[src/rtl/bram1_port_ctrl_pkg.sv]
// Shared types and helpers for the single-port BRAM request controller.
// Optional build macro (used by the top level): BRAM1_PORT_CTRL_WRACK_EN.
package bram1_port_ctrl_pkg;

    // One in-flight slot: a BRAM access that has been issued but whose
    // response has not yet reached the response FIFO.
    typedef struct packed {
        logic vld;
        logic is_wr;
    } inflight_tag_t;

    // Ceiling log2 with a floor of 1 bit, used to size counters and pointers.
    function automatic int clog2(input int n);
        int r;
        r = 0;
        while ((1 << r) < n) r = r + 1;
        return (r == 0) ? 1 : r;
    endfunction

endpackage

[src/rtl/bram1_port_ctrl_rsp_fifo.sv]
// Response FIFO, RESP_DEPTH x DATA_WIDTH, for bram1_port_ctrl.
// The caller never pushes when full nor pops when empty; count, full and
// empty are provided for the credit logic.
module bram1_port_ctrl_rsp_fifo
    import bram1_port_ctrl_pkg::*;
#(
    parameter int DATA_WIDTH = 1,
    parameter int RESP_DEPTH = 4,
    parameter int CNT_W      = clog2(RESP_DEPTH + 1)
) (
    input  logic                  CLK,
    input  logic                  RST_N,
    input  logic                  push,
    input  logic [DATA_WIDTH-1:0] push_data,
    input  logic                  pop,
    output logic [DATA_WIDTH-1:0] pop_data,
    output logic [CNT_W-1:0]      count,
    output logic                  full,
    output logic                  empty
);

    localparam int PTR_W = clog2(RESP_DEPTH);

    logic [DATA_WIDTH-1:0] mem [RESP_DEPTH];
    logic [PTR_W-1:0]      wr_ptr;
    logic [PTR_W-1:0]      rd_ptr;

    // Pointer advance with wrap, so non-power-of-two depths also work.
    function automatic logic [PTR_W-1:0] ptr_inc(input logic [PTR_W-1:0] p);
        return (p == PTR_W'(RESP_DEPTH - 1)) ? '0 : p + 1'b1;
    endfunction

    // Storage array: written on push, deliberately not reset.
    always_ff @(posedge CLK) begin
        if (push) mem[wr_ptr] <= push_data;
    end

    // Pointers and occupancy; push and pop on the same edge leave count unchanged.
    always_ff @(posedge CLK or negedge RST_N) begin
        if (!RST_N) begin
            wr_ptr <= '0;
            rd_ptr <= '0;
            count  <= '0;
        end else begin
            if (push) wr_ptr <= ptr_inc(wr_ptr);
            if (pop)  rd_ptr <= ptr_inc(rd_ptr);
            case ({push, pop})
                2'b10:   count <= count + 1'b1;
                2'b01:   count <= count - 1'b1;
                default: count <= count;
            endcase
        end
    end

    assign pop_data = mem[rd_ptr];
    assign full     = (count == CNT_W'(RESP_DEPTH));
    assign empty    = (count == '0);

endmodule

[src/rtl/bram1_port_ctrl.sv]
// Request-side controller for a single-ported BRAM with 1- or 2-cycle read
// latency. Drives the BRAM pins for each accepted request, tags the access
// through a LAT-deep shift register, captures DO in the right cycle and
// returns read data in order through a response FIFO.
// Build macro BRAM1_PORT_CTRL_WRACK_EN: when defined, writes hold a credit
// and return a zero-data acknowledge in the read-latency slot; otherwise
// writes are fire-and-forget.
module bram1_port_ctrl
    import bram1_port_ctrl_pkg::*;
#(
    parameter int ADDR_WIDTH = 1,
    parameter int DATA_WIDTH = 1,
    parameter int PIPELINED  = 0,
    parameter int RESP_DEPTH = 4
) (
    input  logic                  CLK,
    input  logic                  RST_N,
    input  logic                  req_valid,
    output logic                  req_ready,
    input  logic                  req_write,
    input  logic [ADDR_WIDTH-1:0] req_addr,
    input  logic [DATA_WIDTH-1:0] req_data,
    output logic                  rsp_valid,
    input  logic                  rsp_ready,
    output logic [DATA_WIDTH-1:0] rsp_data,
    output logic                  bram_en,
    output logic                  bram_we,
    output logic [ADDR_WIDTH-1:0] bram_addr,
    output logic [DATA_WIDTH-1:0] bram_di,
    input  logic [DATA_WIDTH-1:0] bram_do
);

    localparam int LAT   = 1 + PIPELINED;
    localparam int CNT_W = clog2(RESP_DEPTH + 1);
    localparam int INF_W = clog2(LAT + 1);
    localparam int OCC_W = CNT_W + 1;

`ifdef BRAM1_PORT_CTRL_WRACK_EN
    localparam logic WRACK = 1'b1;
`else
    localparam logic WRACK = 1'b0;
`endif

    inflight_tag_t         tag_p [LAT];
    logic                  rst_done_q;
    logic                  accept;
    logic                  push;
    logic                  pop;
    logic                  fifo_full;
    logic                  fifo_empty;
    logic [CNT_W-1:0]      fifo_count;
    logic [INF_W-1:0]      inflight;
    logic [OCC_W-1:0]      occupancy;
    logic [DATA_WIDTH-1:0] push_data;

    // Credits in use: responses waiting in the FIFO plus tagged accesses still in the BRAM.
    always_comb begin
        inflight = '0;
        for (int i = 0; i < LAT; i++) inflight = inflight + INF_W'(tag_p[i].vld);
        occupancy = OCC_W'(fifo_count) + OCC_W'(inflight);
    end

    // Ready is built only from registered state, so it never loops back to valid/ready inputs.
    assign req_ready = rst_done_q & ~fifo_full & (occupancy < OCC_W'(RESP_DEPTH));
    assign accept    = req_valid & req_ready;

    assign bram_en   = accept;
    assign bram_we   = accept & req_write;
    assign bram_addr = req_addr;
    assign bram_di   = req_data;

    // Ready stays low until the first clock edge after reset is released.
    always_ff @(posedge CLK or negedge RST_N) begin
        if (!RST_N) rst_done_q <= 1'b0;
        else        rst_done_q <= 1'b1;
    end

    // In-flight tags: stage 0 loaded on accept, last stage marks the cycle DO is valid.
    always_ff @(posedge CLK or negedge RST_N) begin
        if (!RST_N) begin
            for (int i = 0; i < LAT; i++) tag_p[i] <= '0;
        end else begin
            tag_p[0].vld   <= accept & (WRACK | ~req_write);
            tag_p[0].is_wr <= accept & req_write;
            for (int i = 1; i < LAT; i++) tag_p[i] <= tag_p[i-1];
        end
    end

    // DO is only captured in tagged cycles; write acknowledges carry zero data.
    assign push      = tag_p[LAT-1].vld;
    assign push_data = tag_p[LAT-1].is_wr ? '0 : bram_do;
    assign rsp_valid = ~fifo_empty;
    assign pop       = ~fifo_empty & rsp_ready;

    bram1_port_ctrl_rsp_fifo #(
        .DATA_WIDTH (DATA_WIDTH),
        .RESP_DEPTH (RESP_DEPTH),
        .CNT_W      (CNT_W)
    ) u_rsp_fifo (
        .CLK        (CLK),
        .RST_N      (RST_N),
        .push       (push),
        .push_data  (push_data),
        .pop        (pop),
        .pop_data   (rsp_data),
        .count      (fifo_count),
        .full       (fifo_full),
        .empty      (fifo_empty)
    );

endmodule

[config.mk]
export PLATFORM = sky130hd
export DESIGN_NAME = bram1_port_ctrl
export DESIGN_NICKNAME = d
export VERILOG_FILES = /design/src/rtl/bram1_port_ctrl_pkg.sv /design/src/rtl/bram1_port_ctrl_rsp_fifo.sv /design/src/rtl/bram1_port_ctrl.sv
export SDC_FILE = /design/constraint.sdc
export NUM_CORES = 1
export LEC_CHECK = 0
export ABC_AREA = 1
export CORE_MARGIN = 5
export CORE_UTILIZATION = 44
export CTS_CLUSTER_DIAMETER = 40
export CTS_CLUSTER_SIZE = 16
export DETAILED_ROUTE_END_ITERATION = 8
export GPL_TIMING_DRIVEN = 0
export PLACE_DENSITY = 0.72
export SETUP_SLACK_MARGIN = 0.15
export SYNTH_ARGS = -nofsm -noshare
export SYNTH_HDL_FRONTEND = slang
export SYNTH_SLANG_ARGS = --single-unit
[constraint.sdc]
create_clock -name CLK -period 1.6 [get_ports CLK]
set_input_delay 0.16 -clock CLK [delete_from_list [all_inputs] [get_ports CLK]]
set_output_delay 0.16 -clock CLK [all_outputs]
set_load 0.02 [all_outputs]
## Word-level counts from Yosys, hierarchy flattened

Memories as Yosys holds them, arrays and structs flattened.
Cells that the tools add are included.

| operators by class | value |
|---|---|
| muxes and demuxes | 6 |
| bitwise gates (word level) | 9 |
| reduce and logical (&&, ||, !) cells | 2 |
| equality and inequality tests | 5 |
| order comparisons | 1 |
| add/sub/neg operators | 5 |

Operator list:

| operator | count |
|---|---|
| 1-bit bitwise AND | 6 |
| 2-bit equality test (second input constant) | 3 |
| 3-bit one-hot mux with 2 select lines | 1 |
| 2-bit by 1-bit adder with 2-bit output (second input constant) | 2 |
| 3-bit by 1-bit adder with 4-bit output | 1 |
| 4-bit by 3-bit < comparator with 1-bit output (second input constant) | 1 |
| 2-bit two-way mux | 2 |
| 3-bit by 1-bit adder with 3-bit output (second input constant) | 1 |
| 3-bit equality test (second input constant) | 1 |
| 3-bit zero test | 1 |
| 1-bit two-way mux | 3 |
| 1-bit NOT | 3 |
| 3-bit by 1-bit subtractor with 3-bit output (second input constant) | 1 |
| 2-bit by 1-bit equality test with 1-bit output (second input constant) | 1 |
| 2-bit nonzero test | 1 |

| word-level totals | value |
|---|---|
| RAM bits | 4 |
| register bits | 10 |
| input bits | 8 |
| memories kept | 1 |

Memory list:

| memory | depth | bits a word | read ports | clocked after Yosys merged registers in | wr ports | line | text |
|---|---|---|---|---|---|---|---|
| u_rsp_fifo.mem | 4 | 1 | 1 | 0 | 1 | bram1_port_ctrl_rsp_fifo.sv:24 | `logic [DATA_WIDTH-1:0] mem [RESP_DEPTH];` |

## Logic depth before layout (Yosys ltp)

Gate-level depths: netlist (run 1).

| depth | value |
|---|---|
| depth after elaboration | 6 |
| gate-level depth with buffers | 12 |
| gate-level depth less buffers | 12 |

## Modules after synthesis

Synthesis (run 1) repeated with hierarchy kept, for this count alone.

| unflattened totals | value |
|---|---|
| cell total of the unflattened synthesis | 86 |
| area total of the unflattened synthesis | 759.5 um2 |

By module, submodules not included:

| module | area an instance (um2) | cells each | instances | sequential area each (um2) |
|---|---|---|---|---|
| bram1_port_ctrl_rsp_fifo | 599.3 | 66 | 1 | 295.3 |
| bram1_port_ctrl | 160.2 | 20 | 1 | 75.1 |

## Worst setup path after synthesis (run 1)

OpenSTA, ideal clock, no wires.

| path | value |
|---|---|
| path kind | register to register |
| from | register u_rsp_fifo.count[0] |
| to | register u_rsp_fifo.count[1] |
| data required time | 1.517 ns |
| cell stages (with the launch flop) | 9 |
| path buffers | 0 |
| slack | -0.020 ns |
| period minus slack after synthesis | 1.620 ns |
| setup time | 0.083 ns |
| arrival | 1.538 ns |
| cell sequence | dfrtp_1 -> inv_2 -> nand3_4 -> nand2_4 -> inv_1 -> ha_1 -> inv_1 -> fa_1 -> o21ai_0 |

| on the way | value |
|---|---|
| longest elaborated chain between the ends | 5 |
| elaborated cells on any way between the ends | 9 |
| those cells by class | add/sub (2); eq/ne (2); mux (1); bitwise (2); reduce/logical (2) |

Ends and longest elaborated chain:

| item | line | text |
|---|---|---|
| start: declaration | bram1_port_ctrl_rsp_fifo.sv:17 | `output logic [CNT_W-1:0] count,` |
| start signal: assignment | bram1_port_ctrl_rsp_fifo.sv:48 | `2'b10: count <= count + 1'b1;` |
| start signal: assignment | bram1_port_ctrl_rsp_fifo.sv:49 | `2'b01: count <= count - 1'b1;` |
| start signal: assignment | bram1_port_ctrl_rsp_fifo.sv:50 | `default: count <= count;` |
| 3-bit zero test (*) | bram1_port_ctrl_rsp_fifo.sv:57 | `assign empty = (count == '0);` |
| 1-bit NOT (*) | - |  |
| net rsp_valid | bram1_port_ctrl.sv:23 | `output logic rsp_valid,` |
| 1-bit bitwise AND (*) | bram1_port_ctrl.sv:93 | `assign pop = ~fifo_empty & rsp_ready;` |
| net pop | bram1_port_ctrl.sv:48 | `logic pop;` |
| 2-bit by 1-bit equality test with 1-bit output or 2-bit equality test (tied branches) | bram1_port_ctrl_rsp_fifo.sv:47 | `case ({push, pop})` |
| 3-bit one-hot mux with 2 select lines or 2-bit nonzero test (tied branches) | - |  |

The timed path passes the listed nets; every way through them passes the cells marked *.
A chain may end at the register's enable or synchronous reset.

## Final worst setup path (run 1)

| path | value |
|---|---|
| from | register u_rsp_fifo.count[0] |
| to | register u_rsp_fifo.count[2] |

| on the way | value |
|---|---|
| longest elaborated chain between the ends | 5 |
| elaborated cells on any way between the ends | 9 |
| those cells by class | add/sub (2); eq/ne (2); mux (1); bitwise (2); reduce/logical (2) |

Ends and longest elaborated chain:

| item | line |
|---|---|
| 3-bit zero test (*) | bram1_port_ctrl_rsp_fifo.sv:57 |
| 1-bit NOT (*) | bram1_port_ctrl.sv:93 |
| 1-bit bitwise AND (*) | bram1_port_ctrl.sv:93 |
| net pop | bram1_port_ctrl.sv:48 |
| 2-bit by 1-bit equality test with 1-bit output or 2-bit equality test (tied branches) | bram1_port_ctrl_rsp_fifo.sv:47 |
| 3-bit one-hot mux with 2 select lines or 2-bit nonzero test (tied branches) | - |

Marked as above.

==> results of run 1 <==
[layout by cell type, fill, tap and decap left out, drive strengths merged]
| cell | instances |
|---|---|
| nand3 | 6 |
| o21ai | 3 |
| clkbuf | 4 |
| or2 | 1 |
| a21oi | 1 |
| clkdlybuf4s50 | 7 |
| o211ai | 1 |
| nor2 | 6 |
| nand2 | 20 |
| conb | 1 |
| dfrtp | 10 |
| buf | 15 |
| dlygate4sd2 | 1 |
| inv | 21 |
| xnor2 | 1 |
| nand4 | 1 |
| fa | 1 |
| ha | 6 |
| edfxtp | 4 |
[power groups by stage]
| stage | Combinational, mW | Sequential, mW | Clock, mW |
|---|---|---|---|
| 2_1_floorplan | 0.502 | 0.555 | 0 |
| 3_3_place_gp | 0.661 | 0.572 | 0 |
| 3_5_place_dp | 0.691 | 0.577 | 0 |
| 4_1_cts | 0.712 | 0.567 | 0.265 |
| 5_1_grt | 0.999 | 0.579 | 0.287 |
| 6_report | 0.893 | 0.563 | 0.256 |
[sequential cells by signal (all words and copies together), names as in the netlist]
register	flops
push	1
rst_done_q	1
tag_p	1
u_rsp_fifo.count	3
u_rsp_fifo.mem	4
u_rsp_fifo.rd_ptr	2
u_rsp_fifo.wr_ptr	2
[routing by layer]
metal,share of wire [%],vias to the layer above
met1,40,273
li1,-,302
met3,5.9,2
met5,0,-
met2,52,13
met4,1.5,0
[worst reg2reg max path, cell delays in order (launching register included)]
cell and delay, ns:
sky130_fd_sc_hd__dfrtp_1 0.40, sky130_fd_sc_hd__inv_2 0.08, sky130_fd_sc_hd__nand3_4 0.10, sky130_fd_sc_hd__nand2_4 0.06, sky130_fd_sc_hd__inv_2 0.06, sky130_fd_sc_hd__ha_4 0.14, sky130_fd_sc_hd__inv_4 0.04, sky130_fd_sc_hd__fa_2 0.34
sky130_fd_sc_hd__inv_1 0.07, sky130_fd_sc_hd__nand2_1 0.06, sky130_fd_sc_hd__nand4_1 0.07, sky130_fd_sc_hd__nand2_1 0.06
[through the flow]
stage | setup WS [ns] | power, mW | setup TNS (ns) | area [sq um] | std cells
after floorplan | 0.01925 | 1.057 | 0 | 795.8 | 86
after global placement | -0.1056 | 1.233 | -0.2430 | 947.2 | 123
after detailed placement | -0.1234 | 1.268 | -0.2982 | 947.2 | 123
after CTS | 0.0002810 | 1.545 | 0 | 993.5 | 129
after global routing | -0.06576 | 1.865 | -0.1076 | 1070 | 135
final | 0.02659 | 1.712 | 0 | 1070 | 135
[layout make-up]
cell class / instances / area, sq um / area share, %
Sequential cell: 14 / 371.6 / 34.74
Multi-Input combinational cell: 48 / 351.6 / 32.87
Timing Repair Buffer: 20 / 171.4 / 16.02
Inverter: 21 / 81.33 / 7.602
Clock buffer: 4 / 36.28 / 3.392
Tap cell: 25 / 31.28 / 2.924
Buffer: 3 / 26.28 / 2.456
[cells by family after synthesis]
logic type | share of synthesized area [%]
DFF | 47.44
xor gates and xnor gates | 1.122
other | 0.4803
AOI/OAI and AO/OA | 3.525
buffers and inverters | 13.46
and+or+nand+nor | 21.80
adders and majority gates | 12.18
[final timing paths]
check	start	end	cells after the start
setup reg to reg	u_rsp_fifo.count[0]	u_rsp_fifo.count[2]	11
max in group asynchronous	RST_N	u_rsp_fifo.rd_ptr[0]	1
setup / recovery	u_rsp_fifo.count[0]	u_rsp_fifo.count[2]	11
hold reg to reg	u_rsp_fifo.rd_ptr[1]	u_rsp_fifo.rd_ptr[1]	2
hold / removal	RST_N	u_rsp_fifo.rd_ptr[1]	1
min in group CLK	req_write	push	2
[timing repair]
| item | 4_1_cts | 5_1_grt |
|---|---|---|
| buffers inserted | 2 | 6 |
| resized for setup | 18 | 13 |
| endpoints found under the setup margin | 7 | 7 |
| pin swaps | 0 | 5 |
==> metrics.md, run 1 <==
| Metric | Value |
|---|---|
| #FFs+latches synth | 14 |
| Hpwl dp | roughly 980 um |
| Maximum number of pins on one net before global-route repair | 11 |
| Int Power | 1.044 mW |
| Antenna violations before repair | 0 |
| Clock latency reported for the late side of the worst-skew pair | 0.28 ns |
| Ratio of final minimum period to clock period | 98.34% |
| Grt met3 use | under 10% |
| Hold bufs inserted after CTS | 0 |
| Via count of the first global-routing pass | 540 |
| Outcome | finished clean |
| Die extent in y | 52.13 um |
| Final hold slack | 0.1871 ns |
| Kind of critical path | reg -> reg |
| Critical Path Source Type | flop |
| Leakage power | 0.5550 nW |
| Sequence of cells on the critical path | inv_2 > nand3_4 > nand2_4 > inv_2 > ha_4 > inv_4 > fa_2 > inv_1 > nand2_1 > nand4_1 > nand2_1 |
| Comb power frac | a little over half |
| Growth of design area from synthesis to finish | 37.02% |
| # diodes | 0 |
| Std cell rows | 15 |
| Root Buffer Master | sky130_fd_sc_hd__clkbuf_4 |
| Part of the total power dissipated in sequential elements | between 30% and 40% |
| # setup viols final | 0 |
| Crit path DAT | 1.76 ns |
| Proportion of total power due to net switching | between 30% and 40% |
| Fraction of layout cells with a size suffix above 1 | 31.82% |
| Synth Area per Inst | just over 9 sq um |
| Synth top area cells | sky130_fd_sc_hd__dfrtp_1 (32%), sky130_fd_sc_hd__edfxtp_1 (15%), sky130_fd_sc_hd__ha_1 (9.6%) |
| Vias per cell | around 4.4 |
| First-pass GRT wire length | 2242 um |
| Cell type with the highest aggregate area in the netlist | sky130_fd_sc_hd__dfrtp_1 |
| Maximum frequency from static timing analysis | 635.6 MHz |
| Gate count after technology mapping | 86 |
| Type of the worst min-delay path | in -> async |
| Most frequently used flop master after synthesis | sky130_fd_sc_hd__dfrtp_1 |
| Sw power | 668.5 uW |
| Commonest cells post-synth | sky130_fd_sc_hd__inv_1 (19), sky130_fd_sc_hd__nand2_1 (19), sky130_fd_sc_hd__dfrtp_1 (10) |
| Number of enable flip-flop cells after synthesis | 4 |
| Nature of the critical path endpoint | flop |
| Die area | 2717 sq um |
| Largest fanout of any net on the critical path | 4 |
| Power per Cell Area | roughly 1600 nW/um^2 |
| Initial DRT Pass Iterations | 4 |
| Kind of cell adding the most delay to the critical path | adder cells |
| Total number of H-tree levels | 1 |
| GR peak layer | met2 |
| Routed Antenna Nets | 0 |
| Horizontal extent of the die | 52.13 um |
| Routed length per instance | 10.25 um |
| Clock Pin Slew Worst Setup and Hold Paths | about 0.090 ns |
| Initial Util | 45.71% |
| Data required time at the worst endpoint | roughly 1.8 ns |
| Number of DRC violations after detailed routing | 0 |
| Routability congestion estimate from global placement | 0.6478 |
| Clock tree from TritonCTS | done |
| RSZ-0062 raised after global routing | true |
| Async set or reset register ratio after synthesis | 71.43% |
| Final hold violations | 0 |
| Net count reported at finish | 126 |
| Yosys warning count | 0 |
| Library cell contributing the largest single delay on the critical path | sky130_fd_sc_hd__dfrtp_1 |
| Setup clock skew after layout | 0.004533 ns |
| Met1 layer usage reported by global route | 13.42% |
| I/O pin cnt | 15 |
| Fraction of the yosys area taken by sequential cells | a little under half |
| Number of clock sinks | 14 |
| Core region area | 1708 sq um |
| GRT Overall Usage | 11.65% |
| Total wire length | 1384 um |
| Post-Syn Area | 780.7 sq um |
| Area share of the largest cell type after synthesis | 32.05% |
| Maximum Capacitance Violations | 0 |
| Residual overflow from global routing | 0 |
| Critical path buffer and inverter count | 4 |
| Count of vias placed by the detailed router | 590 |
| Initial DRC count | 4 |
| Core Util, Final | 62.64% |
| Power share of the clock group | 15.0% |
| Clock buffer depth | 2 |
| Largest stage delay on the critical path | 0.40 ns |
| Shortest period the worst path allows | 1.573 ns |
| Setup slack of the worst register-to-register path | roughly 0.027 ns |
| Unique cell type count in the Yosys netlist | 22 |
| Slew Viols, Final | 0 |
| Peak supply drop | 0.7451 mV |
| Total nets after synthesis | 101 |
| Global-route met2 utilization | 18.41% |
| Number of port buffers | 12 |
| TritonCTS Buffers | 3 |
| # fillers | 146 |
(Power assumes the default switching activity.)
==> run 2, diff against run 1 <==
--- a/config.mk
+++ b/config.mk
@@ -12,7 +12,7 @@
 export CTS_CLUSTER_SIZE = 16
 export DETAILED_ROUTE_END_ITERATION = 8
 export GPL_TIMING_DRIVEN = 0
-export PLACE_DENSITY = 0.72
+export PLACE_DENSITY = 0.75
 export SETUP_SLACK_MARGIN = 0.15
 export SYNTH_ARGS = -nofsm -noshare
 export SYNTH_HDL_FRONTEND = slang
==> metrics.md, run 2 (synthesized netlist as in run 1, its figures left out) <==
| Metric | Value |
|---|---|
| Outcome | finished clean |
| Clock latency reported for the late side of the worst-skew pair | 0.29 ns |
| Sw power | 674.7 uW |
| Grt met3 use | 3.152% |
| Largest fanout of any net on the critical path | 3 |
| Part of the total power dissipated in sequential elements | 35.0% |
| Shortest period the worst path allows | 1.575 ns |
| Clock tree from TritonCTS | done |
| Final hold slack | 0.1766 ns |
| Kind of critical path | reg -> reg |
| Total number of H-tree levels | 1 |
| Global-route met2 utilization | 19.04% |
| Die area | between 2000 and 3000 sq um |
| Number of non-filler instances in the completed layout | 133 |
| Routed length per instance | around 11 um |
| RSZ-0062 raised after global routing | true |
| Maximum frequency from static timing analysis | around 630 MHz |
| Number of clock sinks | 14 |
| Root Buffer Master | sky130_fd_sc_hd__clkbuf_4 |
| Std cell rows | 15 |
| Critical Path Source Type | flop |
| Hpwl dp | 1020 um |
| Maximum Capacitance Violations | 0 |
| Hold bufs inserted after CTS | 0 |
| GR peak layer | met2 |
| Maximum number of pins on one net before global-route repair | 11 |
| Setup clock skew after layout | 0.001730 ns |
| Routed Antenna Nets | 0 |
| First-pass GRT wire length | 2208 um |
| TritonCTS Buffers | 3 |
| Origin of the worst setup path | u_rsp_fifo.count[0] |
| Fraction of layout cells with a size suffix above 1 | 33.33% |
| Ratio of final minimum period to clock period | slightly below 100% |
| Crit path DAT | 1.80 ns |
| Power per Cell Area | 1558 nW/um^2 |
| Count of vias placed by the detailed router | between 500 and 600 |
| Launch instance of the worst register-to-register path | u_rsp_fifo.count[0] |
| Most flop-heavy register | u_rsp_fifo.mem |
| Initial Util | a little under half |
| # setup viols final | 0 |
| Vias per cell | around 4.4 |
| Routability congestion estimate from global placement | ~0.62 |
| Commonest cells after routing, fill and taps aside | sky130_fd_sc_hd__nand2_1 (17), sky130_fd_sc_hd__inv_1 (15), sky130_fd_sc_hd__buf_4 (9), sky130_fd_sc_hd__dfrtp_1 (9), sky130_fd_sc_hd__clkdlybuf4s50_1 (7) |
| Power share of the clock group | 12.9% |
| Core region area | 1708 sq um |
| Number of DRC violations after detailed routing | 0 |
| Net count reported at finish | 124 |
| # diodes | 0 |
| Largest register FFs | 4 |
| Number of port buffers | 12 |
| Slew Viols, Final | 0 |
| Placed Instances | 123 |
| Top Registers | u_rsp_fifo.mem: 4 flops, u_rsp_fifo.count: 3 flops |
| Initial DRC count | 10 |
| Die extent in y | 52.13 um |
| Via count of the first global-routing pass | 553 |
| Proportion of total power due to net switching | about two fifths |
| Int Power | 958.8 uW |
| Final hold violations | 0 |
| Type of the worst min-delay path | in -> async |
| Met1 layer usage reported by global route | approximately an eighth |
| Initial DRT Pass Iterations | 4 |
| Growth of design area from synthesis to finish | 34.30% |
| Comb power frac | between 50% and 60% |
| Data required time at the worst endpoint | ~1.8 ns |
| Nature of the critical path endpoint | flop |
| GRT Overall Usage | 11.43% |
| Peak supply drop | between 0.7 and 0.8 mV |
| I/O pin cnt | 15 |
| Antenna violations before repair | 0 |
| Total wire length | between 1000 and 1500 um |
| Clock buffer depth | 2 |
| Most common library cell in the layout ignoring fill and taps | sky130_fd_sc_hd__nand2_1 |
| Residual overflow from global routing | 0 |
| Leakage power | about 0.54 nW |
| Clock Pin Slew Worst Setup and Hold Paths | 0.08 ns |
| Horizontal extent of the die | 52.13 um |
run 2: layer usage:
metal,part of all wire [%],vias up
met5,0,-
met4,2.9,0
met3,6.3,3
met2,53,17
met1,38,272
li1,-,297
run 2: final timing paths:
path	end	slack, ns	cells past startpoint
worst min-delay path	u_rsp_fifo.count[1]	0.18	1
worst max-delay path	u_rsp_fifo.count[1]	0.02	8
worst min register to register	u_rsp_fifo.count[2]	0.54	2
worst max register to register	u_rsp_fifo.count[1]	0.02	8
min in group CLK	push	0.42	2
max in group asynchronous	u_rsp_fifo.rd_ptr[0]	1.09	1
run 2: area by class of cell:
class / count / area [sq um]
plain buffers: 3 / 26.28
clock buffers: 3 / 22.52
clock inverters: 1 / 3.754
fillers: 143 / 659.4
inverters: 21 / 81.33
multi-input cells: 48 / 356.6
flip-flops and latches: 14 / 371.6
well taps: 25 / 31.28
repair buffers: 18 / 155.1
run 2: metrics by stage:
stage	power [mW]	cell area [sq um]	util [%]	TNS, ns	setup slack, ns
finish	1.634	1049	61.39	0	0.02465
global route	1.785	1049	61.39	-0.1227	-0.07089
CTS	1.502	983.4	57.58	-0.02635	-0.02051
detailed placement	1.273	947.2	55.46	-0.2878	-0.1321
global placement	1.232	947.2	55.46	-0.2521	-0.1061
floorplan	1.057	795.8	-	0	0.01925
run 2: power by group through the flow:
stage          Combinational (mW)  Clock (mW)  Sequential [mW]
6_report                    0.851       0.211            0.572
5_1_grt                     0.967       0.235            0.583
4_1_cts                     0.712       0.221            0.569
3_5_place_dp                0.696           0            0.577
3_3_place_gp                0.663           0            0.569
2_1_floorplan               0.502           0            0.555
run 2: critical path, cell delays in order, from the launching register on:
cell,delay [ns]
sky130_fd_sc_hd__dfrtp_1,0.43
sky130_fd_sc_hd__inv_2,0.10
sky130_fd_sc_hd__nand3_4,0.07
sky130_fd_sc_hd__nand2_4,0.08
sky130_fd_sc_hd__inv_2,0.04
sky130_fd_sc_hd__ha_4,0.16
sky130_fd_sc_hd__inv_4,0.06
sky130_fd_sc_hd__fa_2,0.43
sky130_fd_sc_hd__o21ai_2,0.13
run 2: what timing repair did:
action / in CTS / in global routing
buffers inserted: 2 / 4
resized for setup: 17 / 20
setup endpoints to repair: 7 / 5
pin swaps: 0 / 3
==> run 3, diff against run 2 <==
--- a/config.mk
+++ b/config.mk
@@ -6,8 +6,10 @@
 export NUM_CORES = 1
 export LEC_CHECK = 0
 export ABC_AREA = 1
+export CELL_PAD_IN_SITES_DETAIL_PLACEMENT = 1
+export CELL_PAD_IN_SITES_GLOBAL_PLACEMENT = 1
 export CORE_MARGIN = 5
-export CORE_UTILIZATION = 44
+export CORE_UTILIZATION = 33
 export CTS_CLUSTER_DIAMETER = 40
 export CTS_CLUSTER_SIZE = 16
 export DETAILED_ROUTE_END_ITERATION = 8
==> metrics.md, run 3 (synthesized netlist as in run 1, its figures left out) <==
| Metric | Value |
|---|---|
| Nature of the critical path endpoint | flop |
| Most common library cell in the layout ignoring fill and taps | sky130_fd_sc_hd__nand2_1 |
| Critical path buffer and inverter count | 3 |
| Residual overflow from global routing | 0 |
| Data required time at the worst endpoint | about 1.8 ns |
| Critical Path Source Type | flop |
| Horizontal extent of the die | 58.64 um |
| Kind of cell adding the most delay to the critical path | adder cells |
| Clock Pin Slew Worst Setup and Hold Paths | about 0.080 ns |
| Worst slack after detailed placement | -0.1803 ns |
| Type of the worst min-delay path | in -> async |
| Leakage power | 0.5642 nW |
| Clock latency reported for the late side of the worst-skew pair | 0.27 ns |
| Fin Setup TNS | 0 ns |
| Most flop-heavy register | u_rsp_fifo.mem |
| Peak supply drop | 0.8337 mV |
| Shortest period the worst path allows | 1.533 ns |
| Sequence of cells on the critical path | inv_2 > nand3_4 > nand2_4 > inv_4 > ha_4 > inv_2 > fa_2 > nand2_2 > nand3_2 > nand2_1 > nand2_1 |
| Antenna violations before repair | 0 |
| Via count of the first global-routing pass | 696 |
| Largest stage delay on the critical path | 0.40 ns |
| Maximum Capacitance Violations | 0 |
| Number of clock sinks | 14 |
| GRT Overall Usage | 11.32% |
| TritonCTS Buffers | 3 |
| # setup viols final | 0 |
| Root Buffer Master | sky130_fd_sc_hd__clkbuf_4 |
| Core region area | 2233 sq um |
| Initial Util | about a third |
| RSZ-0062 raised after global routing | true |
| Routed Antenna Nets | 0 |
| Vias per cell | ~4.4 |
| Std cell rows | 17 |
| Initial DRC count | 9 |
| Crit path DAT | 1.71 ns |
| Placed standard-cell area | 950.9 sq um |
| Growth of design area from synthesis to finish | 40.06% |
| Die area | 3439 sq um |
| Total wire length | 1656 um |
| Slew Viols, Final | 0 |
| Number of DRC violations after detailed routing | 0 |
| # diodes | 0 |
| Net count reported at finish | 129 |
| # fillers | 276 |
| Kind of critical path | reg -> reg |
| Commonest cells after routing, fill and taps aside | sky130_fd_sc_hd__nand2_1 (17), sky130_fd_sc_hd__inv_1 (16), sky130_fd_sc_hd__buf_4 (14) |
| Design area | ~1100 sq um |
| Setup clock skew after layout | ~0.0016 ns |
| Hold bufs inserted after CTS | 0 |
| Maximum number of pins on one net before global-route repair | 11 |
| Clock buffer depth | 2 |
| Power per Cell Area | 1596 nW/um^2 |
| Routability congestion estimate from global placement | just under 0.7 |
| Largest register FFs | 4 |
| First-pass GRT wire length | ~3000 um |
| Ratio of final minimum period to clock period | between 90% and 100% |
| Number of port buffers | 12 |
| Count of vias placed by the detailed router | roughly 620 |
| Largest fanout of any net on the critical path | 3 |
| Final hold violations | 0 |
| Clock tree from TritonCTS | done |
| Routed length per instance | 11.83 um |
| Setup slack after layout | 0.06699 ns |
| Number of non-filler instances in the completed layout | 140 |
| Placed Instances | ~130 |
| Fraction of layout cells with a size suffix above 1 | a little over a third |
| Top Registers | u_rsp_fifo.mem: 4 flops, u_rsp_fifo.count: 3 flops |
| Maximum frequency from static timing analysis | 652.3 MHz |
| Initial DRT Pass Iterations | 2 |
| Hpwl dp | 1222 um |
| Library cell contributing the largest single delay on the critical path | sky130_fd_sc_hd__dfrtp_1 |
| I/O pin cnt | 15 |
| Total number of H-tree levels | 1 |
| Die extent in y | 58.64 um |
| Outcome | finished clean |
-- run 3: changes by cell type in the layout (fill, tap and decap cells not counted) --
cell                       before  now
sky130_fd_sc_hd__nand3_4        2    3
sky130_fd_sc_hd__inv_1         15   16
sky130_fd_sc_hd__buf_2          1    2
sky130_fd_sc_hd__inv_2          5    4
sky130_fd_sc_hd__clkinv_1       1    0
sky130_fd_sc_hd__nand3_2        2    1
sky130_fd_sc_hd__buf_4          9   14
sky130_fd_sc_hd__clkbuf_2       1    0
-- run 3: layout make-up --
type | count | area, sq um | share of cell area [%]
Sequential cell | 14 | 371.6 | 33.98
Clock buffer | 3 | 22.52 | 2.059
Multi-Input combinational cell | 48 | 364.1 | 33.30
Buffer | 3 | 26.28 | 2.403
Tap cell | 28 | 35.03 | 3.204
Timing Repair Buffer | 23 | 192.7 | 17.62
Inverter | 21 | 81.33 | 7.437
-- run 3: final timing paths --
path / slack (ns) / cells after the start / to / from
setup / recovery: 0.07 / 11 / u_rsp_fifo.count[2] / u_rsp_fifo.count[0]
setup reg to reg: 0.07 / 11 / u_rsp_fifo.count[2] / u_rsp_fifo.count[0]
min in group CLK: 0.44 / 2 / push / req_write
hold reg to reg: 0.55 / 2 / u_rsp_fifo.rd_ptr[1] / u_rsp_fifo.rd_ptr[1]
hold / removal: 0.20 / 1 / u_rsp_fifo.count[2] / RST_N
max in group asynchronous: 1.05 / 1 / u_rsp_fifo.rd_ptr[0] / RST_N
-- run 3: power breakdown --
part           switching (mW)  internal (mW)
Combinational           0.501          0.478
Clock                   0.111         0.0872
Sequential             0.0960          0.472
Total                   0.708           1.04
-- run 3: metrics by stage --
| stage | total power, mW | utilization [%] | hold WS [ns] |
|---|---|---|---|
| after detailed placement | 1.306 | 42.58 | 0.5038 |
| after global placement | 1.243 | 42.58 | 0.4943 |
| final | 1.745 | 48.96 | 0.2017 |
| after CTS | 1.598 | 45.83 | 0.2192 |
| after global routing | 1.919 | 48.96 | 0.2380 |
| after floorplan | 1.057 | - | -0.1356 |
-- run 3: timing repair --
| item | in CTS | in global routing |
|---|---|---|
| gates resized for setup | 17 | 21 |
| buffers inserted | 6 | 5 |
| setup endpoints to repair | 7 | 6 |
| pin swaps | 6 | 5 |
-- run 3: worst reg2reg max path, cell delays in order, from the launching register on --
cell and delay (ns):
sky130_fd_sc_hd__dfrtp_1 0.40, sky130_fd_sc_hd__inv_2 0.07, sky130_fd_sc_hd__nand3_4 0.07, sky130_fd_sc_hd__nand2_4 0.06, sky130_fd_sc_hd__inv_4 0.06, sky130_fd_sc_hd__ha_4 0.14
sky130_fd_sc_hd__inv_2 0.05, sky130_fd_sc_hd__fa_2 0.34, sky130_fd_sc_hd__nand2_2 0.08, sky130_fd_sc_hd__nand3_2 0.07, sky130_fd_sc_hd__nand2_1 0.06, sky130_fd_sc_hd__nand2_1 0.05
-- run 3: metal layers --
metal  vias up  wire (um)  track usage, %
li1        307          -               -
met1       296        670           12.38
met2        13        906           20.89
met3         2         67           3.070
met4         0         11           3.883
met5         -          0               0
